**src/rtl/fifo_umbral_if.sv**
```systemverilog
`default_nettype none
// ============================================================================
// Module   : fifo_umbral_if
// Brief    : Bus bundle for fifo_umbral (config, push/pop handshake, status).
// Revision : 1.0 - initial release
// ============================================================================
interface fifo_umbral_if #(
    parameter int DATA_WIDTH = 6,
    parameter int ADDR_WIDTH = 3
);
    logic                  cfg_load;
    logic [7:0]            umbral_bajo;
    logic [7:0]            umbral_alto;
    logic                  push;
    logic [DATA_WIDTH-1:0] data_in;
    logic                  pop;
    logic [DATA_WIDTH-1:0] data_out;
    logic                  valid_out;
    logic                  empty;
    logic                  full;
    logic                  almost_empty;
    logic                  almost_full;
    logic [ADDR_WIDTH:0]   count;
    logic                  error;

    modport master (
        output cfg_load, umbral_bajo, umbral_alto, push, data_in, pop,
        input  data_out, valid_out, empty, full, almost_empty, almost_full,
               count, error
    );

    modport slave (
        input  cfg_load, umbral_bajo, umbral_alto, push, data_in, pop,
        output data_out, valid_out, empty, full, almost_empty, almost_full,
               count, error
    );
endinterface
`default_nettype wire

```
**src/rtl/fifo_umbral.sv**
```systemverilog
`default_nettype none
// ============================================================================
// Module   : fifo_umbral
// Brief    : Single-clock FIFO with programmable almost-empty/almost-full
//            thresholds and overflow/underflow error reporting.
//            Optional macro FIFO_STICKY_ERR_EN makes error sticky until reset.
// Revision : 1.0 - initial release
// ============================================================================
module fifo_umbral #(
    parameter int DATA_WIDTH = 6,
    parameter int ADDR_WIDTH = 3
) (
    input  wire logic          clk,
    input  wire logic          reset,
    fifo_umbral_if.slave       bus
);
    localparam int                  c_DEPTH_INT = 1 << ADDR_WIDTH;
    localparam logic [ADDR_WIDTH:0] c_DEPTH     = (ADDR_WIDTH+1)'(c_DEPTH_INT);

    logic [DATA_WIDTH-1:0] r_mem [c_DEPTH_INT];
    logic [ADDR_WIDTH-1:0] r_wr_ptr;
    logic [ADDR_WIDTH-1:0] r_rd_ptr;
    logic [ADDR_WIDTH:0]   r_count;
    logic [7:0]            r_bajo;
    logic [7:0]            r_alto;
    logic [DATA_WIDTH-1:0] r_data_out;
    logic                  r_valid_out;
    logic                  r_error;

    logic                  w_empty;
    logic                  w_full;
    logic                  w_pop_ok;
    logic                  w_push_ok;
    logic                  w_overflow;
    logic                  w_underflow;
    logic [7:0]            w_count_ext;

    assign w_empty     = (r_count == '0);
    assign w_full      = (r_count == c_DEPTH);
    assign w_count_ext = 8'(r_count);

    // A pop on a full FIFO frees the slot the concurrent push needs.
    assign w_pop_ok    = bus.pop & ~w_empty;
    assign w_push_ok   = bus.push & (~w_full | w_pop_ok);
    assign w_overflow  = bus.push & w_full & ~w_pop_ok;
    assign w_underflow = bus.pop & w_empty;

    always_ff @(posedge clk) begin
        if (w_push_ok && !reset) begin
            r_mem[r_wr_ptr] <= bus.data_in;
        end
    end

    always_ff @(posedge clk) begin
        if (reset) begin
            r_wr_ptr    <= '0;
            r_rd_ptr    <= '0;
            r_count     <= '0;
            r_bajo      <= '0;
            r_alto      <= '0;
            r_data_out  <= '0;
            r_valid_out <= 1'b0;
            r_error     <= 1'b0;
        end else begin
            if (bus.cfg_load) begin
                r_bajo <= bus.umbral_bajo;
                r_alto <= bus.umbral_alto;
            end
            if (w_push_ok) begin
                r_wr_ptr <= r_wr_ptr + ADDR_WIDTH'(1);
            end
            r_valid_out <= w_pop_ok;
            if (w_pop_ok) begin
                r_data_out <= r_mem[r_rd_ptr];
                r_rd_ptr   <= r_rd_ptr + ADDR_WIDTH'(1);
            end
            case ({w_push_ok, w_pop_ok})
                2'b10:   r_count <= r_count + (ADDR_WIDTH+1)'(1);
                2'b01:   r_count <= r_count - (ADDR_WIDTH+1)'(1);
                default: r_count <= r_count;
            endcase
`ifdef FIFO_STICKY_ERR_EN
            r_error <= r_error | w_overflow | w_underflow;
`else
            r_error <= w_overflow | w_underflow;
`endif
        end
    end

    assign bus.data_out     = r_data_out;
    assign bus.valid_out    = r_valid_out;
    assign bus.empty        = w_empty;
    assign bus.full         = w_full;
    assign bus.almost_empty = (w_count_ext <= r_bajo);
    assign bus.almost_full  = (w_count_ext >= r_alto);
    assign bus.count        = r_count;
    assign bus.error        = r_error;
endmodule
`default_nettype wire

```
**src/flat_wrapper.sv**
```systemverilog
// flat-port wrapper written by rule: the top's interface ports become plain ports
module fifo_umbral_flat 
#(
    parameter int DATA_WIDTH = 6,
    parameter int ADDR_WIDTH = 3
)
  (clk, reset, bus_cfg_load, bus_umbral_bajo, bus_umbral_alto, bus_push, bus_data_in, bus_pop, bus_data_out, bus_valid_out, bus_empty, bus_full, bus_almost_empty, bus_almost_full, bus_count, bus_error);
  fifo_umbral_if #(.DATA_WIDTH(DATA_WIDTH), .ADDR_WIDTH(ADDR_WIDTH)) bus_i ();
  input  wire logic clk;
  input  wire logic reset;
  input wire logic [$bits(bus_i.cfg_load)-1:0] bus_cfg_load;
  input wire logic [$bits(bus_i.umbral_bajo)-1:0] bus_umbral_bajo;
  input wire logic [$bits(bus_i.umbral_alto)-1:0] bus_umbral_alto;
  input wire logic [$bits(bus_i.push)-1:0] bus_push;
  input wire logic [$bits(bus_i.data_in)-1:0] bus_data_in;
  input wire logic [$bits(bus_i.pop)-1:0] bus_pop;
  output wire logic [$bits(bus_i.data_out)-1:0] bus_data_out;
  output wire logic [$bits(bus_i.valid_out)-1:0] bus_valid_out;
  output wire logic [$bits(bus_i.empty)-1:0] bus_empty;
  output wire logic [$bits(bus_i.full)-1:0] bus_full;
  output wire logic [$bits(bus_i.almost_empty)-1:0] bus_almost_empty;
  output wire logic [$bits(bus_i.almost_full)-1:0] bus_almost_full;
  output wire logic [$bits(bus_i.count)-1:0] bus_count;
  output wire logic [$bits(bus_i.error)-1:0] bus_error;
  assign bus_i.cfg_load = bus_cfg_load;
  assign bus_i.umbral_bajo = bus_umbral_bajo;
  assign bus_i.umbral_alto = bus_umbral_alto;
  assign bus_i.push = bus_push;
  assign bus_i.data_in = bus_data_in;
  assign bus_i.pop = bus_pop;
  assign bus_data_out = bus_i.data_out;
  assign bus_valid_out = bus_i.valid_out;
  assign bus_empty = bus_i.empty;
  assign bus_full = bus_i.full;
  assign bus_almost_empty = bus_i.almost_empty;
  assign bus_almost_full = bus_i.almost_full;
  assign bus_count = bus_i.count;
  assign bus_error = bus_i.error;
  fifo_umbral #(.DATA_WIDTH(DATA_WIDTH), .ADDR_WIDTH(ADDR_WIDTH)) u_core (.clk(clk), .reset(reset), .bus(bus_i));
endmodule
```
**config.mk**
```make
export PLATFORM = sky130hd
export DESIGN_NAME = fifo_umbral_flat
export DESIGN_NICKNAME = d
export VERILOG_FILES = /design/src/rtl/fifo_umbral_if.sv /design/src/rtl/fifo_umbral.sv /design/src/flat_wrapper.sv
export SDC_FILE = /design/constraint.sdc
export NUM_CORES = 1
export LEC_CHECK = 0
export ABC_AREA = 1
export CORE_AREA = 3 3 123 102
export DETAILED_ROUTE_END_ITERATION = 12
export DIE_AREA = 0 0 126 105
export PLACE_DENSITY = 0.48
export SETUP_SLACK_MARGIN = 0.05
export SKIP_CTS_REPAIR_TIMING = 1
export SKIP_LAST_GASP = 1
export SLEW_MARGIN = 5
export SYNTH_ARGS = -nofsm -noshare
export SYNTH_HDL_FRONTEND = slang
export SYNTH_SLANG_ARGS = --single-unit
```
**constraint.sdc**
```tcl
create_clock -name clk -period 1.84 [get_ports clk]
set_clock_uncertainty 0.05 [all_clocks]
set_input_delay 0.184 -clock clk [delete_from_list [all_inputs] [get_ports clk]]
set_output_delay 0.184 -clock clk [all_outputs]
set_load 0.005 [all_outputs]
```
# ---- Yosys cells after proc, flatten, opt, wreduce, memory -nomap -nowiden
# Memory sizes are Yosys's and may differ from the RTL's. A register that Yosys moved wholly into a read port is not among the register bits.
# Index checks and enable logic that the tools add are counted.
dict set report totals {
  input_bits 27
  mem_count 1
  mem_bits_rw 48
  elab_cells 34
  regBits 28
}
dict set report classes {
  add_sub_neg 4
  n_reduce_logical 4
  n_mux 3
  bitwise 10
  n_eq_ne 3
  order_cmp 2
}
# memory words width rd rd_clocked_by_memory_dff write_ports line
set mem_list {}
lappend mem_list {u_core.r_mem 8 6 1 1 1 fifo_umbral.sv:20} ;# logic [DATA_WIDTH-1:0] r_mem [c_DEPTH_INT];
# cell n
set op_table {}
lappend op_table {{4-bit by 8-bit >= comparator with 1-bit output} 1}
lappend op_table {{4-bit by 8-bit <= comparator with 1-bit output} 1}
lappend op_table {{4-bit case mux with 2 select lines} 1}
lappend op_table {{3-bit by 1-bit adder with 3-bit output, second input constant} 2}
lappend op_table {{1-bit bitwise AND} 5}
lappend op_table {{4-bit by 1-bit adder with 4-bit output, second input constant} 1}
lappend op_table {{4-bit == test, second input constant} 1}
lappend op_table {{4-bit zero test} 1}
lappend op_table {{4-bit by 1-bit subtractor with 4-bit output, second input constant} 1}
lappend op_table {{1-bit inverter} 3}
lappend op_table {{2-bit by 1-bit == test with 1-bit output, second input constant} 1}
lappend op_table {{2-bit == test, second input constant} 1}
lappend op_table {{1-bit 2-to-1 mux} 2}
lappend op_table {{1-bit bitwise OR} 2}
lappend op_table {{2-bit nonzero test} 1}
lappend op_table {{1-bit logical AND} 1}
lappend op_table {{1-bit zero test} 1}

# ---- Longest topological paths before layout
dict set report depth {
  word_depth 8
  mapped_depth 12
  mapped_depth_nobuf 12
}

# ---- Worst setup path before layout
# OpenSTA, ideal clock, no wires.
dict set report synth_timing {
  path_kind {reg2reg}
  from {register u_core.r_count[2] (netlist: u_core.bus.count[2])}
  to {memory u_core.r_mem[0][0] (enable)}
  period_less_slack_ns 1.877
  path_slack_ns -0.037
  stages_incl_launch_ff 9
  setup_ns 0.377
  t_arrival_ns 1.451
  cell_sequence {dfxtp_1 > inv_1 > nand3_2 > inv_2 > nand2_2 > nand2_4 > nor2_1 > inv_1 > nor3_1}
}
dict set report synth_between {
  elab_cells_between_ends 10
}
# item line
set synth_rtl {}
lappend synth_rtl {{start: declaration} fifo_umbral.sv:23} ;# logic [ADDR_WIDTH:0] r_count;
lappend synth_rtl {{start signal: assignment} fifo_umbral.sv:78} ;# 2'b10: r_count <= r_count + (ADDR_WIDTH+1)'(1);
lappend synth_rtl {{start signal: assignment} fifo_umbral.sv:79} ;# 2'b01: r_count <= r_count - (ADDR_WIDTH+1)'(1);
lappend synth_rtl {{start signal: assignment} fifo_umbral.sv:80} ;# default: r_count <= r_count;
lappend synth_rtl {{4-bit == test} fifo_umbral.sv:39} ;# assign w_full = (r_count == c_DEPTH);
lappend synth_rtl {{named net bus_full} flat_wrapper.sv:20} ;# output wire logic [$bits(bus_i.full)-1:0] bus_full;
lappend synth_rtl {{1-bit inverter} fifo_umbral.sv:44} ;# assign w_push_ok = bus.push & (~w_full | w_pop_ok);
lappend synth_rtl {{1-bit bitwise OR} fifo_umbral.sv:44}
lappend synth_rtl {{1-bit bitwise AND} fifo_umbral.sv:44}
lappend synth_rtl {{1-bit logical AND} fifo_umbral.sv:49} ;# if (w_push_ok && !reset) begin
lappend synth_rtl {{1-bit 2-to-1 mux} fifo_umbral.sv:49}
lappend synth_rtl {{1-bit 2-to-1 mux (implied by the code)} fifo_umbral.sv:50} ;# r_mem[r_wr_ptr] <= bus.data_in;
lappend synth_rtl {{end: declaration} fifo_umbral.sv:20}
# The timed path passes the listed nets, and every way through them passes these cells.

# ---- Final worst setup path
dict set report layout_timing {
  from {register u_core.r_alto[7]}
  to {output bus_almost_full}
}
dict set report layout_between {
  elab_chain_cells 1
}
# item line
set layout_rtl {}
lappend layout_rtl {{start: declaration} fifo_umbral.sv:25} ;# logic [7:0] r_alto;
lappend layout_rtl {{start signal: assignment} fifo_umbral.sv:67} ;# r_alto <= bus.umbral_alto;
lappend layout_rtl {{4-bit by 8-bit >= comparator with 1-bit output} fifo_umbral.sv:95} ;# assign bus.almost_full = (w_count_ext >= r_alto);
lappend layout_rtl {{end: declaration} flat_wrapper.sv:22} ;# output wire logic [$bits(bus_i.almost_full)-1:0] bus_almost_full;
# Every way passes these cells.

==> impl_metrics.toml <==
[synthesis]
synth-seq-area-share = 0.606
synth_compound_area_frac = 0.113
syn_avg_cell_area_um2 = 10.7
syn_nets = 366
synthFlopType = "edfxtp_1"
synthArstFlopShare = 0
synth_edf_count = 48
ys_seq_elements = 82
synth-xor-area-share = 0.00500
syn_inst = 328
synth_simple_gate_area_share = 0.152
yosys.area_share.adder = 0.0393
ys_warn_count = 0
synth_mux_area_frac = 0.0343
synth_top_family_by_area = "simple AND/OR/NAND/NOR gates"
synth_area_mm2 = 0.00350
ys_types = 34

[final_layout]
final_cell_area_mm2 = 0.00467
area_delta_synth_final_pct = 33.4
num_antenna_cells = 0
layout-drive-gt1-share = 0.183
fillers = 1103
mostFrequentLayoutCells = "48 x edfxtp_1, 40 x nor2_1, 38 x clkdlybuf4s50_1, 31 x o21ai_0, 31 x dfxtp_1"
layout_commonest_cell = "edfxtp_1"
final_nets = 432

[floorplanning]
coreArea_mm2 = 0.0114
num_rows = 35
ioPinCount = 43
dieArea_mm2 = 0.0132
dieHeight_um = 105
initial_core_util = 0.307
die_x_um = 126

[min_path]
min_path_type = "input pin to flop"

[grt]
grt_usage = 0.124
grt_max_degree = 27
antenna_found_initial = 0
grt_first_pass_wirelength_um = 12800
overflow = 0
grt_pass1_vias = 2350

[critical_path]
critPathArrivalTime_ps = 1470
reg2reg_from = "u_core.bus.count[3]"
startpoint_type = "flop"
critPathKind = "flop to output port"
worstPathMaxFanout = 2
reg2reg_slack_ps = 150
end_kind = "output port"
startpoint = "u_core.r_alto[7]"
worstPathRequired_ps = 1610
reg2reg_to = "u_core.bus.count[2]"
r2r_cells = 13
endpoint = "bus_almost_full"

[placement]
dp_hpwl_um = 5670
io_buffers = 42
routabilityCongestion = 0.742
place_area_mm2 = 0.00424

[clock_tree]
cts_made_buffers = 9
cts_buffer_depth = 2
clk_latency_ps = 330
clkSinkCount = 82
cts_htree_levels = 3
cts_root_buf = "clkbuf_16"
clkTransAtPathRegs_ps = 70
cts_tree = "built"

[route]
drt_first_pass_iters = 4
drc = 0
drtIter0Drc = 215
wl_per_cell_um = 14.7
ant_nets = 0
vias = 2507
avgViaCountPerCell = 4.58
drt-total-wl_um = 8050

[timing]
min_period_ps = 1710
finalHoldViolCount = 0
slew_headroom = 0.673
fin_crit_sh = 0.928
tightest_slew_ps = 486
timing.fmax_ghz = 0.586
setup_viol = 0
rsz0062_at_grt = "yes"
fin_tns_setup_ps = 0
drv_slew = 0

[power]
power_density_mw_per_mm2 = 1140
leakagePower_nw = 1.79
vdd_drop_max_mv = 0.450

[outcome]
status = "finished clean"

[run]
drv_cap = 0
metrics by stage:
stage / std cells / total power [mW] / hold WS [ps] / utilization / setup slack (ps)
after floorplan: 328 / 2.86 / 210 / - / -37.4
after global routing: 547 / 5.62 / 396 / 0.410 / 20.6
after global placement: 529 / 3.38 / 402 / 0.373 / -54.7
final: 547 / 5.32 / 388 / 0.410 / 132
after detailed placement: 529 / 3.38 / 407 / 0.373 / -78.5
after CTS: 545 / 5.29 / 379 / 0.400 / -332
synth_stat cells, drive strengths merged, types with 5 or more instances:
cell type	number	area share
a21oi	16	0.024
buf	7	0.010
clkbuf	6	0.0064
dfxtp	34	0.19
edfxtp	48	0.41
ha	11	0.039
inv	30	0.033
mux2i	12	0.034
nand2	33	0.049
nand3	20	0.034
nor2	44	0.049
nor3	5	0.0071
o21ai	37	0.053
o221ai	12	0.030
per-layer routing:
layer	global-route usage	part of all wire
met5	0	0
met4	0.0352	0.0097
met3	0.0296	0.043
met2	0.180	0.44
met1	0.184	0.51
state kept, by name, summed over array words and instances, names as in the netlist:
name and cells:
u_core.bus.error 1, u_core.bus.data_out 6, u_core.r_rd_ptr 3, u_core.bus.valid_out 1, u_core.bus.count 4, u_core.r_bajo 8, u_core.r_alto 8, u_core.r_mem 48
u_core.r_wr_ptr 3
worst max-delay path: stages (launching register included):
cell and delay (ps):
dfxtp_1 310, or4_1 530, a31oi_1 150, dlymetal6s2s_1 150
report_power, final:
part | leakage, nW | switching, mW | total [mW] | internal [mW]
logic | 0.920 | 0.660 | 1.26 | 0.605
clock network | 0.157 | 0.797 | 1.89 | 1.09
registers | 0.717 | 0.0964 | 2.17 | 2.07
total | 1.79 | 1.55 | 5.32 | 3.77
final cells by class:
| type | count | area [um2] | area share |
|---|---|---|---|
| clock buffers | 9 | 225 | 0.0482 |
| clock inverters | 7 | 90.1 | 0.0193 |
| inverters | 31 | 120 | 0.0257 |
| multi-input cells | 202 | 1270 | 0.272 |
| flip-flops and latches | 82 | 2130 | 0.457 |
| well taps | 148 | 185 | 0.0396 |
| repair buffers | 68 | 646 | 0.138 |
worst min-delay path by stage:
stage | startpoint | endpoint | depth (start not counted)
2_1_floorplan | reset | u_core.r_rd_ptr[2] | 1
4_1_cts | bus_umbral_bajo[5] | u_core.r_bajo[5] | 3
3_5_place_dp | u_core.r_bajo[3] | u_core.r_bajo[3] | 2
3_3_place_gp | u_core.r_bajo[3] | u_core.r_bajo[3] | 2
6_report | bus_umbral_alto[0] | u_core.r_alto[0] | 3
5_1_grt | bus_umbral_bajo[0] | u_core.r_bajo[0] | 3
kinds of logic after synthesis:
kind of cell / Yosys count
buffers and inverters: 44
multiplexers: 12
flip-flops: 82
XOR/XNOR: 2
AND/OR/NAND/NOR: 109
adder cells (fa/ha/maj): 11
AO/OA/AOI/OAI: 68
(Power assumes the default switching activity.)
